<file path="config.mk">
export PLATFORM = sky130hd
export DESIGN_NAME = lsu_mem_ctrl
export DESIGN_NICKNAME = d
export VERILOG_FILES = /design/src/rtl/lsu_mem_ctrl.sv
export SDC_FILE = /design/constraint.sdc
export NUM_CORES = 1
export LEC_CHECK = 0
export ABC_AREA = 0
export BUFFER_PORTS_ARGS = -buffer_cell sky130_fd_sc_hd__clkbuf_2
export CORE_ASPECT_RATIO = 1.2
export CORE_MARGIN = 3
export CORE_UTILIZATION = 25
export CTS_CLUSTER_DIAMETER = 50
export DETAILED_ROUTE_END_ITERATION = 10
export PLACE_DENSITY = 0.45
export SETUP_SLACK_MARGIN = 0.2
export SYNTH_ARGS = -nofsm -noshare
export SYNTH_HDL_FRONTEND = slang
export SYNTH_SLANG_ARGS = --single-unit
</file>
<file path="constraint.sdc">
create_clock -name i_clk -period 2.5 [get_ports i_clk]
set_clock_uncertainty 0.05 [all_clocks]
set_input_delay 0.125 -clock i_clk [delete_from_list [all_inputs] [get_ports i_clk]]
set_output_delay 0.125 -clock i_clk [all_outputs]
set_load 0.05 [all_outputs]
</file>
<file path="src/rtl/lsu_mem_ctrl.sv">
// Multi-cycle load/store unit: sizes, aligns and traps core accesses, then
// drives a valid/ready data-memory port with variable read latency and a bus timeout.
module lsu_mem_ctrl #(
  parameter int unsigned ADDR_W         = 32,
  parameter int unsigned TIMEOUT_CYCLES = 16
) (
  input  logic              i_clk,
  input  logic              i_rst_n,
  input  logic              i_req_valid,
  output logic              o_req_ready,
  input  logic              i_req_we,
  input  logic [2:0]        i_req_funct3,
  input  logic [ADDR_W-1:0] i_req_addr,
  input  logic [31:0]       i_req_wdata,
  output logic              o_rsp_valid,
  output logic [31:0]       o_rsp_rdata,
  output logic              o_rsp_trap,
  output logic [2:0]        o_rsp_cause,
  output logic              o_busy,
  output logic              o_mem_valid,
  input  logic              i_mem_ready,
  output logic [ADDR_W-1:0] o_mem_addr,
  output logic              o_mem_ren,
  output logic              o_mem_wen,
  output logic [31:0]       o_mem_wdata,
  output logic [3:0]        o_mem_mask,
  input  logic              i_mem_rvalid,
  input  logic [31:0]       i_mem_rdata
);

  localparam int unsigned CNT_W   = (TIMEOUT_CYCLES > 1) ? $clog2(TIMEOUT_CYCLES) : 1;
  localparam int unsigned TO_LAST = (TIMEOUT_CYCLES > 0) ? TIMEOUT_CYCLES - 1 : 0;

  localparam logic [2:0] CAUSE_NONE    = 3'd0;
  localparam logic [2:0] CAUSE_LD_MIS  = 3'd1;
  localparam logic [2:0] CAUSE_ST_MIS  = 3'd2;
  localparam logic [2:0] CAUSE_TIMEOUT = 3'd3;
  localparam logic [2:0] CAUSE_ILLEGAL = 3'd4;

  typedef enum logic [1:0] {IDLE, ISSUE, WAIT, DONE} state_e;

  state_e            state_q, state_d;
  logic              we_q, we_d;
  logic [2:0]        funct3_q, funct3_d;
  logic [ADDR_W-1:0] addr_q, addr_d;
  logic [31:0]       wdata_q, wdata_d;
  logic [31:0]       rword_q, rword_d;
  logic [2:0]        cause_q, cause_d;
  logic [CNT_W-1:0]  cnt_q, cnt_d;

  logic              reqIllegal, reqMisaligned;
  logic [1:0]        offset;
  logic [3:0]        laneMask;
  logic [31:0]       shiftedRdata, loadData;

  // funct3[1:0] is the access size (0 byte, 1 half, 2 word); bit 2 selects zero extension.
  assign reqIllegal    = (i_req_funct3 == 3'b011) || (i_req_funct3[2:1] == 2'b11) ||
                         (i_req_we && i_req_funct3[2]);
  assign reqMisaligned = ((i_req_funct3[1:0] == 2'b01) && i_req_addr[0]) ||
                         ((i_req_funct3[1:0] == 2'b10) && (i_req_addr[1:0] != 2'b00));

  assign offset       = addr_q[1:0];
  assign shiftedRdata = rword_q >> {offset, 3'b000};

  always_comb begin
    laneMask = 4'b1111;
    loadData = shiftedRdata;
    case (funct3_q[1:0])
      2'b00:   laneMask = 4'b0001 << offset;
      2'b01:   laneMask = offset[1] ? 4'b1100 : 4'b0011;
      default: laneMask = 4'b1111;
    endcase
    case (funct3_q)
      3'b000:  loadData = {{24{shiftedRdata[7]}}, shiftedRdata[7:0]};
      3'b001:  loadData = {{16{shiftedRdata[15]}}, shiftedRdata[15:0]};
      3'b100:  loadData = {24'd0, shiftedRdata[7:0]};
      3'b101:  loadData = {16'd0, shiftedRdata[15:0]};
      default: loadData = shiftedRdata;
    endcase
  end

  always_comb begin
    state_d     = state_q;
    we_d        = we_q;
    funct3_d    = funct3_q;
    addr_d      = addr_q;
    wdata_d     = wdata_q;
    rword_d     = rword_q;
    cause_d     = cause_q;
    cnt_d       = cnt_q;
    o_req_ready = 1'b0;
    o_busy      = 1'b1;
    o_rsp_valid = 1'b0;
    o_rsp_rdata = '0;
    o_rsp_trap  = 1'b0;
    o_rsp_cause = CAUSE_NONE;
    o_mem_valid = 1'b0;
    o_mem_addr  = '0;
    o_mem_ren   = 1'b0;
    o_mem_wen   = 1'b0;
    o_mem_wdata = '0;
    o_mem_mask  = '0;

    case (state_q)
      IDLE: begin
        o_req_ready = 1'b1;
        o_busy      = 1'b0;
        if (i_req_valid) begin
          we_d     = i_req_we;
          funct3_d = i_req_funct3;
          addr_d   = i_req_addr;
          wdata_d  = i_req_wdata;
          cnt_d    = '0;
          cause_d  = CAUSE_NONE;
          if (reqIllegal) begin
            cause_d = CAUSE_ILLEGAL;
            state_d = DONE;
          end else if (reqMisaligned) begin
            cause_d = i_req_we ? CAUSE_ST_MIS : CAUSE_LD_MIS;
            state_d = DONE;
          end else begin
            state_d = ISSUE;
          end
        end
      end

      ISSUE: begin
        o_mem_valid = 1'b1;
        o_mem_addr  = {addr_q[ADDR_W-1:2], 2'b00};
        o_mem_ren   = ~we_q;
        o_mem_wen   = we_q;
        o_mem_wdata = wdata_q << {offset, 3'b000};
        o_mem_mask  = laneMask;
        if (i_mem_ready) begin
          if (we_q) begin
            state_d = DONE;
          end else if (i_mem_rvalid) begin
            rword_d = i_mem_rdata;
            state_d = DONE;
          end else begin
            state_d = WAIT;
          end
        end else if ((TIMEOUT_CYCLES != 0) && (cnt_q == CNT_W'(TO_LAST))) begin
          cause_d = CAUSE_TIMEOUT;
          state_d = DONE;
        end else begin
          cnt_d = cnt_q + CNT_W'(1);
        end
      end

      // An accepted read must complete, so there is no timeout here.
      WAIT: begin
        if (i_mem_rvalid) begin
          rword_d = i_mem_rdata;
          state_d = DONE;
        end
      end

      DONE: begin
        o_rsp_valid = 1'b1;
        o_rsp_trap  = (cause_q != CAUSE_NONE);
        o_rsp_cause = cause_q;
        o_rsp_rdata = (!we_q && (cause_q == CAUSE_NONE)) ? loadData : 32'd0;
        state_d     = IDLE;
      end

      default: state_d = IDLE;
    endcase
  end

  always_ff @(posedge i_clk or negedge i_rst_n) begin
    if (!i_rst_n) begin
      state_q  <= IDLE;
      we_q     <= 1'b0;
      funct3_q <= '0;
      addr_q   <= '0;
      wdata_q  <= '0;
      rword_q  <= '0;
      cause_q  <= CAUSE_NONE;
      cnt_q    <= '0;
    end else begin
      state_q  <= state_d;
      we_q     <= we_d;
      funct3_q <= funct3_d;
      addr_q   <= addr_d;
      wdata_q  <= wdata_d;
      rword_q  <= rword_d;
      cause_q  <= cause_d;
      cnt_q    <= cnt_d;
    end
  end

endmodule
</file>
Yosys cells after proc, flatten, opt, wreduce, memory -nomap -nowiden
Index checks and enable logic that the tools add are counted.
Word-level totals
  register bits: 109
  output and inout port bits: 110
Cells by class
  equal/unequal tests: 20
  multiplexer cells: 40
  $add $sub $neg: 1
  shift operators: 3
  bitwise gates (word level): 1
  reduce and logical (&&, ||, !) cells: 21
Operators with widths (count)
  two-way mux 32 bit: 7
  one-hot mux 32 bit (4 select lines): 1
  one-hot mux 32 bit (2 select lines): 1
  << shifter 32 x 5 -> 32 bit: 1
  right shift 32 x 5 -> 32 bit: 1
  two-way mux 4 bit: 5
  two-way mux 2 bit: 8
  one-hot mux 4 bit (2 select lines): 2
  two-way mux 3 bit: 5
  inequality test 2 bit (second input constant): 7
  two-way mux 1 bit: 9
  == test 2 bit (second input constant): 4
  one-hot mux 2 bit (4 select lines): 1
  AND reduction 4 bit: 2
  == test 2 x 1 -> 1 bit (second input constant): 3
  == test 3 bit (second input constant): 2
  zero test 3 bit: 2
  one-hot mux 3 bit (2 select lines): 1
  AND reduction 3 bit: 2
  nonzero test 2 bit: 3
  adder 4 x 1 -> 4 bit (second input constant): 1
  == test 4 bit (second input constant): 1
  logical AND 1 bit: 4
  zero test 2 bit: 2
  9 further kinds: 11

Longest topological paths before layout
  depth after elaboration: 7
  mapped depth: 7
  depth with buffers taken out: 6

Worst setup path after synthesis
No wires, ideal clock.
  path type: register -> output
  from: register state_q[1]
  to: output port o_rsp_rdata[6]
  cell stages (with the launch flop): 7
  path slack: -0.417 ns
  arrival time: 2.742 ns
  path through: dfrtp_1 -> ha_1 -> nand2b_1 -> or2_0 -> buf_2 -> clkbuf_1 -> a211oi_1
On the way
  longest elaborated chain between the ends: 2
RTL lines
  start: declaration: line 42  | state_e state_q, state_d;
  start signal: assignment: line 182  | state_q <= state_d;
  == test 2 bit: line 104  | case (state_q)
  two-way mux 32 bit: line 104
  end: declaration: line 16  | output logic [31:0] o_rsp_rdata,
No other way between the ends.

Worst setup path in the final report
  from: register cause_q[1]
  to: output port o_rsp_rdata[21]
On the way
  longest elaborated chain between the ends: 4
RTL lines
  start: declaration: line 48  | logic [2:0] cause_q, cause_d;
  start signal: assignment: line 188  | cause_q <= cause_d;
  zero test 3 bit: line 163  | o_rsp_rdata = (!we_q && (cause_q == CAUSE_NONE)) ? loadData : 32'd0;
  logical AND 1 bit: line 163
  two-way mux 32 bit: line 163
  two-way mux 32 bit: line 104
No other way between the ends.

==> results by group <==
Outcome
  • Outcome: complete, no violations

Floorplanning
  • Die height: 175 um
  • Die area: 25700 um^2
  • Core area: 23300 um^2
  • Top-Level Pins: 215
  • Die X: 147 um
  • FP Rows: 61
  • Starting density of the core: 0.256

Clock tree
  • CTS tree: yes
  • Clk root buf: clkbuf_16
  • H-tree lvl count: 3
  • Worst-path clk slew: 0.08 ns
  • Longest Clk Path Bufs: 2
  • Clk_lat worst skew: 0.35 ns
  • CTS Sinks: 109
  • CTS Buf Count: 9

Setup path
  • Crit path to: o_rsp_rdata[21]
  • WS Path Type: flop to output port
  • Crit-path max FO: 8
  • Reg2Reg Depth: 6
  • Peak per-stage delay on the critical path: 0.42 ns
  • Critical path, cell by cell: or3_4 > or2_4 > a2111o_2 > clkbuf_16 > o21ai_4 > buf_8
  • Critical path endpoint category: output port
  • CP arrival: 2.24 ns
  • Crit-path slowest cell: a2111o_2
  • Crit path max-delay family: simple AND/OR/NAND/NOR gates
  • Buf/Inv on CP: 2
  • Critical R2R Capture: rword_q[27]
  • Crit path depth: 6
  • CP required: 2.33 ns
  • R2r setup slk: 0.49 ns
  • Critical path startpoint: cause_q[1]
  • CP startpoint kind: flop
  • Worst r2r src: state_q[1]

Final layout
  • Post-Layout Cell Count: 1182
  • Syn-to-layout area delta: 56.1%
  • Layout cell share with drive strength beyond 1: 0.461
  • Diode count: 0
  • Final Util: 0.399
  • Nets@finish: 973
  • Fill cells: 2315

STA
  • Fmax: 414 MHz
  • Final Critical Period: 2.42 ns
  • Slack of the critical path: 0.0838 ns
  • RSZ-0062 raised after global routing: true
  • Fin. max-slew vios: 0
  • Final period util: 0.966
  • Final setup fails: 0
  • Final hold vios: 0
  • Setup TNS: 0 ns

Logic synthesis
  • Post-Syn Area per Cell: 10.7 um^2
  • Yosys top cell by area: dfrtp_1
  • Asr flop ratio synth: 1.00
  • Sequential cell area fraction in the yosys report: 0.458
  • Syn Std Cell Area: 5950 um^2
  • Yosys Warn Count: 0
  • Post-Synthesis Cells: 556
  • Most frequent cell after synthesis: dfrtp_1
  • Register bit total from synthesis: 109
  • Area share of the largest cell type after synthesis: 0.458
  • Post-synth EDFFs: 0
  • Cell variety after synth: 45
  • Top post-synthesis cells by count: dfrtp_1 (109), mux2_2 (104), and2_1 (58), nand2_1 (47), mux2i_1 (38)
  • Ys flop type: dfrtp_1
  • Synth top area cells: dfrtp_1 (46%), mux2_2 (20%), mux2i_1 (6.4%)

Pwr
  • Worst vdd ir: 0.576 mV
  • Power after layout: 0.0121 W
  • LEAKAGE: 4.32 nW
  • Pwr Density: 1300 nW/um^2

Detailed routing
  • DRC viols: 0
  • Final ANT Viol Nets: 0
  • Pre-Repair DR Iteration Count: 4
  • DR iter-0 viols: 248
  • Vias/cell: 4.42
  • WL/cell: 16.7 um
  • Post-Route WL: 19700 um
  • Via count: 5219

Global routing
  • Largest net degree at the start of global routing: 71
  • Initial antenna violation count: 0
  • Global Route Usage Sum: 0.155
  • Grt total ovfl: 0
  • Vias in the first global route: 5872
  • First-pass GRT wire length: 31900 um

Placed design
  • Port Buffers: 212
  • Post-placement cell count: 1064
  • Dpl ws: 0.148 ns
  • GP Congestion: 0.738
  • DP HPWL: 14000 um

Min path
  • Type of the worst min-delay path: input pin to flop
  • Hold depth: 2

Run
  • Max cap viols: 0
[registers in the layout (all words and copies together), names as in the netlist]
name	flops
state_q	2
cnt_q	4
wdata_q	32
funct3_q	3
we_q	1
addr_q	32
cause_q	3
rword_q	32
[logic make-up after synthesis]
family / after synthesis / share of synthesized area
muxes: 142 / 0.261
adders and majority gates: 6 / 0.0126
buffers and inverters: 47 / 0.0336
and+or+nand+nor: 177 / 0.156
other: 1 / 0.000630
AOI/OAI and AO/OA: 74 / 0.0786
DFF: 109 / 0.458
[worst min-delay path by stage]
stage / startpoint / endpoint / slack (ns)
floorplan: i_rst_n / addr_q[0] / -0.22
global placement: i_rst_n / wdata_q[28] / -0.0003
detailed placement: i_rst_n / wdata_q[20] / 0.003
CTS: i_req_funct3[2] / funct3_q[2] / 0.02
global route: i_req_funct3[2] / funct3_q[2] / 0.03
finish: i_req_funct3[2] / funct3_q[2] / 0.03
[layer usage]
layer,vias to the layer above,part of all wire,global-route usage
met5,-,0,0
met4,0,0.018,0.0494
met3,19,0.059,0.0374
met2,150,0.49,0.265
met1,2522,0.43,0.192
li1,2528,-,-
[metrics by stage]
step	hold slack, ns	area [um^2]
2_1_floorplan	-0.221	6050
3_3_place_gp	-0.000350	7640
3_5_place_dp	0.00268	7640
4_1_cts	0.0222	9110
5_1_grt	0.0349	9290
6_report	0.0260	9290
[repair_timing]
item / 4_1_cts / 5_1_grt
setup buffers: 3 / 3
endpoints found under the hold margin: 154 / 0
hold buffers: 95 / 0
resized for setup: 41 / 67
gates cloned: 0 / 1
endpoints found under the setup margin: 45 / 41
pin swaps: 1 / 4
[layout by cell type (no fill, tap or decap), types with 3 or more instances in the layout]
cell / instances
clkbuf_2: 173
a21oi_2: 6
nand2_2: 7
mux2_2: 104
mux2i_1: 37
buf_4: 30
clkbuf_16: 10
clkbuf_4: 3
buf_2: 3
inv_1: 8
a211oi_2: 6
a211oi_1: 7
nor2_1: 25
nand2b_1: 7
or3_4: 3
clkbuf_8: 3
dfrtp_1: 106
buf_12: 11
o21ai_4: 7
dlygate4sd3_1: 95
buf_8: 15
dfrtp_2: 3
o21ai_0: 21
nor3_1: 6
nor2b_1: 13
ha_1: 4
a21oi_1: 8
and2_1: 57
nand2_1: 39
and3_1: 7
[where the power goes]
part	leakage [nW]	switching, W	internal, W
Combinational	2.88	0.00444	0.00274
Sequential	1.29	0.000690	0.00267
Clock	0.149	0.000696	0.000840
[area by class of cell]
class | count | area, um^2 | share of cell area
multi-input cells | 401 | 3250 | 0.350
clock buffers | 12 | 256 | 0.0276
clock inverters | 4 | 55.1 | 0.00593
repair buffers | 333 | 2570 | 0.277
flip-flops and latches | 109 | 2730 | 0.294
well taps | 315 | 394 | 0.0424
inverters | 8 | 30.0 | 0.00323
Power figures use the tool's default switching activity.
